## config.mk

```make
export PLATFORM = sky130hd
export DESIGN_NAME = fmul_arbiter_flat
export DESIGN_NICKNAME = d
export VERILOG_FILES = /design/src/rtl/fmul_arbiter_if.sv /design/src/rtl/fmul_arbiter.sv /design/src/flat_wrapper.sv
export SDC_FILE = /design/constraint.sdc
export NUM_CORES = 1
export LEC_CHECK = 0
export BUFFER_PORTS_ARGS = -buffer_cell sky130_fd_sc_hd__buf_2
export CORE_AREA = 4 4 113 115
export DETAILED_ROUTE_END_ITERATION = 16
export DIE_AREA = 0 0 117 119
export PLACE_DENSITY = 0.68
export SYNTH_ARGS = -nofsm -noshare
export SYNTH_HDL_FRONTEND = slang
export SYNTH_SLANG_ARGS = --single-unit
```

## constraint.sdc

```tcl
create_clock -name clk -period 1.54 [get_ports clk]
set_input_delay 0.308 -clock clk [delete_from_list [all_inputs] [get_ports clk]]
set_output_delay 0.308 -clock clk [all_outputs]
set_load 0.02 [all_outputs]
```

## src/rtl/fmul_arbiter_if.sv

```systemverilog
// Bus bundle between the fmul_arbiter, its two requesters and the shared multiplier.
// The slave modport is the arbiter's view; the master modport is the environment's view.
interface fmul_arbiter_if;
    logic        en;
    logic        req0_valid;
    logic        req1_valid;
    logic [31:0] req0_a;
    logic [31:0] req0_b;
    logic [31:0] req1_a;
    logic [31:0] req1_b;
    logic        req0_ready;
    logic        req1_ready;
    logic        rsp0_valid;
    logic        rsp1_valid;
    logic [31:0] rsp0_c;
    logic [31:0] rsp1_c;
    logic [31:0] mul_a;
    logic [31:0] mul_b;
    logic [31:0] mul_c;
    logic        busy;

    modport slave (
        input  en, req0_valid, req1_valid, req0_a, req0_b, req1_a, req1_b, mul_c,
        output req0_ready, req1_ready, rsp0_valid, rsp1_valid, rsp0_c, rsp1_c,
        output mul_a, mul_b, busy
    );

    modport master (
        output en, req0_valid, req1_valid, req0_a, req0_b, req1_a, req1_b, mul_c,
        input  req0_ready, req1_ready, rsp0_valid, rsp1_valid, rsp0_c, rsp1_c,
        input  mul_a, mul_b, busy
    );
endinterface

```

## src/rtl/fmul_arbiter.sv

```systemverilog
// Two-requester arbiter in front of a shared pipelined FP32 multiplier.
// A grant issues the winner's operands to the multiplier in the same cycle; an id tag travels
// alongside the product through a MUL_LAT-deep shift register and steers the registered result
// back to the issuing requester. Optional macro FMUL_ARB_RR_EN selects round-robin contention;
// without it requester 0 has fixed priority.
module fmul_arbiter #(
    parameter int unsigned MUL_LAT = 2
) (
    input logic           clk,
    input logic           rst_n,
    fmul_arbiter_if.slave bus
);

    logic               prio1;   // requester 1 wins a contended cycle
    logic               grant0;
    logic               grant1;
    logic               issue;
    logic [MUL_LAT-1:0] tag_valid_q;
    logic [MUL_LAT-1:0] tag_id_q;
    logic               tag_out_valid;
    logic               tag_out_id;
    logic               rsp0_valid_q;
    logic               rsp1_valid_q;
    logic [31:0]        rsp0_c_q;
    logic [31:0]        rsp1_c_q;

`ifdef FMUL_ARB_RR_EN
    logic last_q;   // id granted most recently; resets to 1 so requester 0 wins first

    // Round-robin pointer: moves only on a completed handshake
    always_ff @(posedge clk or negedge rst_n) begin
        if (!rst_n) begin
            last_q <= 1'b1;
        end else if (issue) begin
            last_q <= grant1;
        end
    end

    assign prio1 = ~last_q;
`else
    assign prio1 = 1'b0;
`endif

    // Grant decode: combinational, at most one ready, nothing while disabled or in reset
    always_comb begin
        grant0 = 1'b0;
        grant1 = 1'b0;
        if (rst_n && bus.en) begin
            if (bus.req0_valid && (!bus.req1_valid || !prio1)) begin
                grant0 = 1'b1;
            end else if (bus.req1_valid) begin
                grant1 = 1'b1;
            end
        end
    end

    assign issue          = grant0 | grant1;
    assign bus.req0_ready = grant0;
    assign bus.req1_ready = grant1;

    // Operand mux to the shared multiplier; zeros when idle
    always_comb begin
        bus.mul_a = 32'h0;
        bus.mul_b = 32'h0;
        if (grant0) begin
            bus.mul_a = bus.req0_a;
            bus.mul_b = bus.req0_b;
        end else if (grant1) begin
            bus.mul_a = bus.req1_a;
            bus.mul_b = bus.req1_b;
        end
    end

    // Tag pipeline: tracks issue validity and owner, aligned with the multiplier latency
    always_ff @(posedge clk or negedge rst_n) begin
        if (!rst_n) begin
            tag_valid_q <= '0;
            tag_id_q    <= '0;
        end else begin
            for (int i = int'(MUL_LAT) - 1; i > 0; i--) begin
                tag_valid_q[i] <= tag_valid_q[i-1];
                tag_id_q[i]    <= tag_id_q[i-1];
            end
            tag_valid_q[0] <= issue;
            tag_id_q[0]    <= grant1;
        end
    end

    assign tag_out_valid = tag_valid_q[MUL_LAT-1];
    assign tag_out_id    = tag_id_q[MUL_LAT-1];

    // Response registers: one-cycle strobe to the owner, product held until next response
    always_ff @(posedge clk or negedge rst_n) begin
        if (!rst_n) begin
            rsp0_valid_q <= 1'b0;
            rsp1_valid_q <= 1'b0;
            rsp0_c_q     <= 32'h0;
            rsp1_c_q     <= 32'h0;
        end else begin
            rsp0_valid_q <= tag_out_valid && !tag_out_id;
            rsp1_valid_q <= tag_out_valid && tag_out_id;
            if (tag_out_valid && !tag_out_id) begin
                rsp0_c_q <= bus.mul_c;
            end
            if (tag_out_valid && tag_out_id) begin
                rsp1_c_q <= bus.mul_c;
            end
        end
    end

    assign bus.rsp0_valid = rsp0_valid_q;
    assign bus.rsp1_valid = rsp1_valid_q;
    assign bus.rsp0_c     = rsp0_c_q;
    assign bus.rsp1_c     = rsp1_c_q;
    assign bus.busy       = (|tag_valid_q) | rsp0_valid_q | rsp1_valid_q;

endmodule

```

## src/flat_wrapper.sv

```systemverilog
// flat-port wrapper written by rule: the top's interface ports become plain ports
module fmul_arbiter_flat 
#(
    parameter int unsigned MUL_LAT = 2
)
  (clk, rst_n, bus_en, bus_req0_valid, bus_req1_valid, bus_req0_a, bus_req0_b, bus_req1_a, bus_req1_b, bus_mul_c, bus_req0_ready, bus_req1_ready, bus_rsp0_valid, bus_rsp1_valid, bus_rsp0_c, bus_rsp1_c, bus_mul_a, bus_mul_b, bus_busy);
  fmul_arbiter_if bus_i ();
  input logic clk;
  input logic rst_n;
  input wire logic [$bits(bus_i.en)-1:0] bus_en;
  input wire logic [$bits(bus_i.req0_valid)-1:0] bus_req0_valid;
  input wire logic [$bits(bus_i.req1_valid)-1:0] bus_req1_valid;
  input wire logic [$bits(bus_i.req0_a)-1:0] bus_req0_a;
  input wire logic [$bits(bus_i.req0_b)-1:0] bus_req0_b;
  input wire logic [$bits(bus_i.req1_a)-1:0] bus_req1_a;
  input wire logic [$bits(bus_i.req1_b)-1:0] bus_req1_b;
  input wire logic [$bits(bus_i.mul_c)-1:0] bus_mul_c;
  output wire logic [$bits(bus_i.req0_ready)-1:0] bus_req0_ready;
  output wire logic [$bits(bus_i.req1_ready)-1:0] bus_req1_ready;
  output wire logic [$bits(bus_i.rsp0_valid)-1:0] bus_rsp0_valid;
  output wire logic [$bits(bus_i.rsp1_valid)-1:0] bus_rsp1_valid;
  output wire logic [$bits(bus_i.rsp0_c)-1:0] bus_rsp0_c;
  output wire logic [$bits(bus_i.rsp1_c)-1:0] bus_rsp1_c;
  output wire logic [$bits(bus_i.mul_a)-1:0] bus_mul_a;
  output wire logic [$bits(bus_i.mul_b)-1:0] bus_mul_b;
  output wire logic [$bits(bus_i.busy)-1:0] bus_busy;
  assign bus_i.en = bus_en;
  assign bus_i.req0_valid = bus_req0_valid;
  assign bus_i.req1_valid = bus_req1_valid;
  assign bus_i.req0_a = bus_req0_a;
  assign bus_i.req0_b = bus_req0_b;
  assign bus_i.req1_a = bus_req1_a;
  assign bus_i.req1_b = bus_req1_b;
  assign bus_i.mul_c = bus_mul_c;
  assign bus_req0_ready = bus_i.req0_ready;
  assign bus_req1_ready = bus_i.req1_ready;
  assign bus_rsp0_valid = bus_i.rsp0_valid;
  assign bus_rsp1_valid = bus_i.rsp1_valid;
  assign bus_rsp0_c = bus_i.rsp0_c;
  assign bus_rsp1_c = bus_i.rsp1_c;
  assign bus_mul_a = bus_i.mul_a;
  assign bus_mul_b = bus_i.mul_b;
  assign bus_busy = bus_i.busy;
  fmul_arbiter #(.MUL_LAT(MUL_LAT)) u_core (.clk(clk), .rst_n(rst_n), .bus(bus_i));
endmodule
```

# == Yosys cells after proc, flatten, opt, wreduce, memory -nomap -nowiden ==
# Index checks and enable logic that the tools add are counted.
# totals
register_bits,70
inputBits,165
output_inout_bits,133
word_cells,23
# classes
muxes,9
n_bitwise,3
n_reduce_logical,5
# op_table
op,count
$mux W32,4
$mux W1,5
$logic_and A1 B1 Y1,3
$or A1 B1 Y1,3
$reduce_or A2 Y1,1
$logic_not A1 Y1,1

# == Longest topological paths before layout ==
# Gate-level depths: netlist of the first run.
# depth
depth_word,5
mapped_depth,4
ltp_nobuf,2

# == Least setup slack after synthesis of the first run ==
# OpenSTA, ideal clock, no wires.
# synth_path
path_kind,input -> output
from,input port bus_req1_valid
to,output port bus_req1_ready
arrival_ps,1239
slack_ps,-7
path_stages,3
n_path_buf,2
path_cell_list,buf_2 > buf_2 > nor3b_1
# synth_via
elab_chain_len,3
# synth_rtl
element,line,text
start: declaration,flat_wrapper.sv:12,input wire logic [$bits(bus_i.req1_valid)-1:0] bus_req1_valid;
$mux W1,fmul_arbiter.sv:51,end else if (bus.req1_valid) begin
$mux W1,fmul_arbiter.sv:49,if (bus.req0_valid && (!bus.req1_valid || !prio1)) begin
$mux W1,fmul_arbiter.sv:48,if (rst_n && bus.en) begin
end: declaration,flat_wrapper.sv:19,output wire logic [$bits(bus_i.req1_ready)-1:0] bus_req1_ready;
# Every way passes these cells.

# == Worst setup path in the final report of the first run ==
# layout_path
from,"register u_core.rsp0_valid_q, in the netlist u_core.bus.rsp0_valid"
to,output port bus_busy
# layout_via
elab_chain_len,2
# layout_rtl
element,line,text
start: declaration,fmul_arbiter.sv:22,logic rsp0_valid_q;
start signal: assignment,fmul_arbiter.sv:100,rsp0_valid_q <= tag_out_valid && !tag_out_id;
$or A1 B1 Y1 (2 in series),fmul_arbiter.sv:115,assign bus.busy = (|tag_valid_q) | rsp0_valid_q | rsp1_valid_q;
end: declaration,flat_wrapper.sv:26,output wire logic [$bits(bus_i.busy)-1:0] bus_busy;
# Every way passes these cells.

==> metrics, run 1 <==
Residual DRC 0; Final Skew 5.70 ps; Required @ worst endpoint around 1200 ps; Synth Register Bits 70; final hold violations 0; total global-route track usage approximately 18%; Syn. warnings 0; GP Congestion between 0.9 and 1; failing checks negative setup slack; TritonCTS Sinks 70; ranking of synthesized cells by area dfrtp_1 (45%), nand3b_1 (12%), mux2_4 (11%); Slew Viols, Final 0; largest net degree at the start of global routing 71; cell count after synthesis around 370; buffer depth of the longest clock path 2; Mapped Nets about 540; Max Cap Violations 0; post-DP HPWL around 11000 um; worst reg2reg path startpoint u_core.tag_valid_q[1]$_DFF_PN0_; Die Area around 0.014 sq mm; Post-Syn Area per Cell between 10 and 15 sq um; DRT antenna net count 0; drt first pass iters 5; Clk pin slew, worst setup/hold paths roughly 50 ps; worst setup path startpoint u_core.bus.rsp0_valid$_DFF_PN0_; clock insertion delay at the later pin of the skew report 330 ps; clock period minus worst slack approximately 1700 ps; final setup margin -142 ps; fill count between 1000 and 1500; area of the mapped netlist 0.00388 sq mm; Peak VDD IR about 0.00046 V; area share of the largest cell type after synthesis between 40% and 50%; io pins slightly below 300; first-pass GRT wire length around 20000 um; vias in the first global route 3849; CTS tree built; RSZ-0062 raised after global routing yes; final cell count without fillers a little over 800; layout cells sized above 1 62.1%; TritonCTS Buffers 9; Power Dens Cells 1030 mW/mm^2; Worst-Margin Slew between 800 and 900 ps; Hold-fix buffers, CTS 0; most common cell after layout, fill and taps aside buf_2; type of element capturing the critical path output pin; status finished, violations left; DR vias 3970; Max Freq around 0.6 GHz; Initial DRC Count roughly 200; Core Rows 40; crit path kind flip-flop to output pin; CP max FO 2; CP Launch Type flip-flop; DR WL/cell 16.8 um; crit path DAT roughly 1400 ps; DP Worst Slack -24.4 ps; antenna violations before repair 1; Hold Path Class primary input to async pin; grt ovf 0; Pleak between 3 and 4 nW; PortBufs about 300; Vias/cell around 4.9; Starting Density 32.9%; final worst path period share 109%; Chip Height approximately 120 um; # setup viols final 1; area grow syn2layout 55.7%; DP Cell Count around 800; leading cell types in the layout, fill and taps excluded buf_2 (276), dfrtp_1 (70), nand2_1 (64), nand3b_1 (64), a21oi_1 (50); Seq/Total Area, Yosys a little under half; H-tree depth 3; final wirelength ~14000 um; clk root buf clkbuf_16; leading area contributor after synthesis dfrtp_1; ANT cells 0; Die X around 120 um; core area around 0.012 sq mm; Final #Nets roughly 830; worst rel slew slack just over 40%; post-synth cell types 18
## kinds of logic (layout without fill, tap and decap cells)
logic type / after synthesis / in the layout / synth area share, %
multiplexers: 64 / 64 / 21.4
buffers and inverters: 37 / 337 / 5.60
AO/OA/AOI/OAI: 64 / 64 / 8.24
AND/OR/NAND/NOR: 136 / 136 / 19.7
flip-flops: 70 / 70 / 45.1
## cell type report
class                      instances  area [sq um]  area share [%]
multi-input combinational        264          1990            32.9
timing repair buffer             320          1840            30.4
sequential                        70          1750            29.0
clock buffer                      12           256            4.24
tap                              147           184            3.04
clock inverter                     3          20.0           0.331
inverter                           2          7.51           0.124
## per-stage QoR
step	TNS (ps)	total power [mW]	instance area [sq um]	hold WS [ps]	util (%)
5_1_grt	-373	6.54	6050	219	51.2
3_3_place_gp	-33.6	4.27	5550	336	47.0
6_report	-142	6.21	6050	226	51.2
3_5_place_dp	-24.4	4.31	5550	338	47.0
2_1_floorplan	0	3.50	3890	12.4	-
4_1_cts	-169	6.26	5890	208	49.9
## cell usage after synthesis
cell	n
buf_12	3
or4_1	1
buf_2	18
nor3b_1	1
mux2_4	29
buf_1	1
dfrtp_1	70
clkbuf_1	12
nand2_2	1
nand3b_1	64
and3_1	1
mux2_2	35
a21oi_1	64
nor2_1	2
buf_6	1
inv_1	2
nand2_1	65
nand2b_1	1
## final timing paths
kind                       cells past startpoint                           endpoint  slack [ps]
hold reg to reg                                0       u_core.tag_id_q[1]$_DFF_PN0_         350
hold / removal                                 2       u_core.tag_id_q[0]$_DFF_PN0_         230
max in group asynchronous                      2  u_core.bus.rsp0_c[20]$_DFFE_PN0P_         730
min in group clk                               2  u_core.bus.rsp0_c[25]$_DFFE_PN0P_         230
setup / recovery                               2                           bus_busy        -140
setup reg to reg                               5  u_core.bus.rsp1_c[19]$_DFFE_PN0P_          30
## power breakdown
group	switching, mW	internal, mW	total (mW)
Combinational	1.08	0.909	1.99
Sequential	0.175	2.17	2.35
Clock	0.708	1.16	1.87
## critical path: stages, from the launching register on
cell	delay [ps]
dfrtp_1	370
or4_4	530
buf_6	150
## flip-flops by register name, indices dropped and copies added, names as in the netlist
register / cells
u_core.bus.rsp0_valid: 1
u_core.tag_id_q: 2
u_core.tag_valid_q: 2
u_core.bus.rsp1_c: 32
u_core.bus.rsp0_c: 32
u_core.bus.rsp1_valid: 1
## routing by layer
layer  vias to the layer above  GRT usage [%]  wire length [um]
met4                         2           5.73               240
met2                       200           30.8              6860
met1                      1867           21.3              5380
met5                         -              0                13
li1                       1878              -                 -
met3                        23           5.18              1260
## repair_timing
action                                  in CTS  in global routing
pin swaps                                    2                  3
endpoints found under the setup margin       4                 25
gates cloned                                 1                  2
resized for setup                            9                 32
setup buffers                                1                  1
No activity file was read; power rests on OpenSTA's default activity.
==> run 2: changes to the inputs <==
Settings changed: SETUP_SLACK_MARGIN from default to 0.2.
==> metrics, run 2 (synthesized netlist as in run 1, its figures left out) <==
buffer depth of the longest clock path 2 (unchanged); Max Freq 0.586 GHz (was 0.595 GHz); TritonCTS Sinks 70 (unchanged); clock insertion delay at the later pin of the skew report 330 ps (about the same); post-route cell area 0.00789 sq mm (was 0.00605 sq mm); Peak VDD IR 0.000635 V (was 0.000464 V); largest net degree at the start of global routing 71 (unchanged); worst rel slew slack 42.6% (was 41.4%); Hold Path Class primary input to flip-flop (was primary input to async pin); Final #Nets 867 (was 832); PortBufs 297 (unchanged); Die Area 0.0139 sq mm (unchanged); CTS tree built (unchanged); clk root buf clkbuf_16 (unchanged); final hold violations 0 (unchanged); H-tree depth 3 (unchanged); area grow syn2layout 103% (was 55.7%); final setup margin -165 ps (was -142 ps); RSZ-0062 raised after global routing yes (unchanged); Initial DRC Count 290 (was 203); drt first pass iters 7 (was 5); core area 0.0118 sq mm (unchanged); Required @ worst endpoint 1230 ps (about the same); TNS Setup -177 ps (was -142 ps); fill count 854 (was 1079); first-pass GRT wire length 25400 um (was 19800 um); Hold-fix buffers, CTS 0 (unchanged); grt ovf 0 (unchanged); DRT antenna net count 0 (unchanged); failing checks negative setup slack (unchanged); status finished, violations left (unchanged); io pins 298 (unchanged); cell chain of the critical path or4_4 -> buf_6 (unchanged); clock period minus worst slack 1710 ps (was 1680 ps); Final Skew 5.61 ps (was 5.70 ps); TritonCTS Buffers 9 (unchanged); DR WL/cell 21.8 um (was 16.8 um); most common cell after layout, fill and taps aside buf_2 (unchanged); Power Dens Cells 881 mW/mm^2 (was 1030 mW/mm^2); final wirelength 18600 um (was 13700 um); ANT cells 0 (unchanged); Slew Viols, Final 0 (unchanged); layout cells sized above 1 77.7% (was 62.1%); Crit path max-delay family simple AND/OR/NAND/NOR gates (unchanged); CP max FO 2 (unchanged); type of element capturing the critical path output pin (unchanged); CP Launch Type flip-flop (unchanged); Die X 117 um (unchanged); Core Rows 40 (unchanged); Critical Path Max Stage Delay 550 ps (was 530 ps); Vias/cell 5.20 (was 4.85); GP Congestion 0.947 (was 0.912); crit path DAT 1400 ps (was 1370 ps); Max Cap Violations 0 (unchanged); leading cell types in the layout, fill and taps excluded buf_2 (226), dfrtp_1 (69), nand3b_1 (64), buf_6 (61), a21oi_2 (54) (was buf_2 (276), dfrtp_1 (70), nand2_1 (64), nand3b_1 (64), a21oi_1 (50)); vias in the first global route 4544 (was 3849); Chip Height 119 um (unchanged); Critical Path Slowest Stage Cell or4_4 (unchanged); Crit path buffers/inverters 1 (unchanged); Pleak 3.83 nW (was 3.15 nW); Clk pin slew, worst setup/hold paths 60 ps (was 50 ps); final worst path period share 111% (was 109%); Worst-Margin Slew 861 ps (was 879 ps); Starting Density 32.9% (unchanged); Pwr Total 6.95 mW (was 6.21 mW); Placed Area 0.00573 sq mm (was 0.00555 sq mm); antenna violations before repair 1 (unchanged); DR vias 4440 (was 3970); post-DP HPWL 11000 um (was 10600 um); total global-route track usage 23.8% (was 18.0%); crit path kind flip-flop to output pin (unchanged); Residual DRC 0 (unchanged); # setup viols final 2 (was 1)
==> run 2: changes by cell type in the layout (fill, tap and decap cells not counted), sizes merged <==
cell,change
buf,+31
bufinv,+1
clkbuf,+3
clkinv,+1
==> run 2: repair_timing <==
item / CTS / global route
pin swaps: 75 / 43
buffers inserted: 10 / 5
setup endpoints to repair: 80 / 113
hold endpoints to repair: 0 / 0
gates resized for setup: 194 / 92
gates cloned: 20 / 8
==> run 2: worst paths after layout <==
check	startpoint	end	cells past startpoint	slack [ps]
worst max-delay path	u_core.bus.rsp1_valid$_DFF_PN0_	bus_busy	2	-170
worst min-delay path	bus_mul_c[29]	u_core.bus.rsp0_c[29]$_DFFE_PN0P_	2	220
worst max register to register	u_core.tag_valid_q[1]$_DFF_PN0_	u_core.bus.rsp0_c[21]$_DFFE_PN0P_	4	240
worst min register to register	u_core.tag_id_q[0]$_DFF_PN0_	u_core.tag_id_q[1]$_DFF_PN0_	0	350
max in group asynchronous	rst_n	u_core.tag_id_q[1]$_DFF_PN0_	2	700
min in group asynchronous	rst_n	u_core.bus.rsp0_c[20]$_DFFE_PN0P_	2	240
==> run 2: layout make-up <==
class,instances,area [sq um],share of cell area [%]
sequential,70,1750,22.2
multi-input combinational,264,2580,32.7
tap,147,184,2.33
inverter,2,7.51,0.0952
timing repair buffer,355,3060,38.8
clock inverter,5,58.8,0.746
clock buffer,11,243,3.08
==> run 2: through the flow <==
step / hold slack (ps) / setup WS [ps] / std cells / utilization, %
finish: 224 / -165 / 854 / 66.8
CTS: 208 / -183 / 841 / 61.6
detailed placement: 342 / -70.9 / 795 / 48.5
global route: 209 / -221 / 854 / 66.8
global placement: 338 / -60.4 / 795 / 48.5
floorplan: 12.4 / 113 / 371 / -
==> run 2: report_power, final <==
group	switching (mW)	internal, mW
sequential	0.180	2.17
combinational	1.32	1.23
clock	0.744	1.30
total	2.24	4.70
==> run 2: routing by layer <==
| layer | track usage (%) | wire length [um] |
|---|---|---|
| met5 | 0 | 20 |
| met4 | 9.96 | 443 |
| met3 | 6.05 | 1660 |
| met2 | 41.3 | 9640 |
| met1 | 27.3 | 6840 |
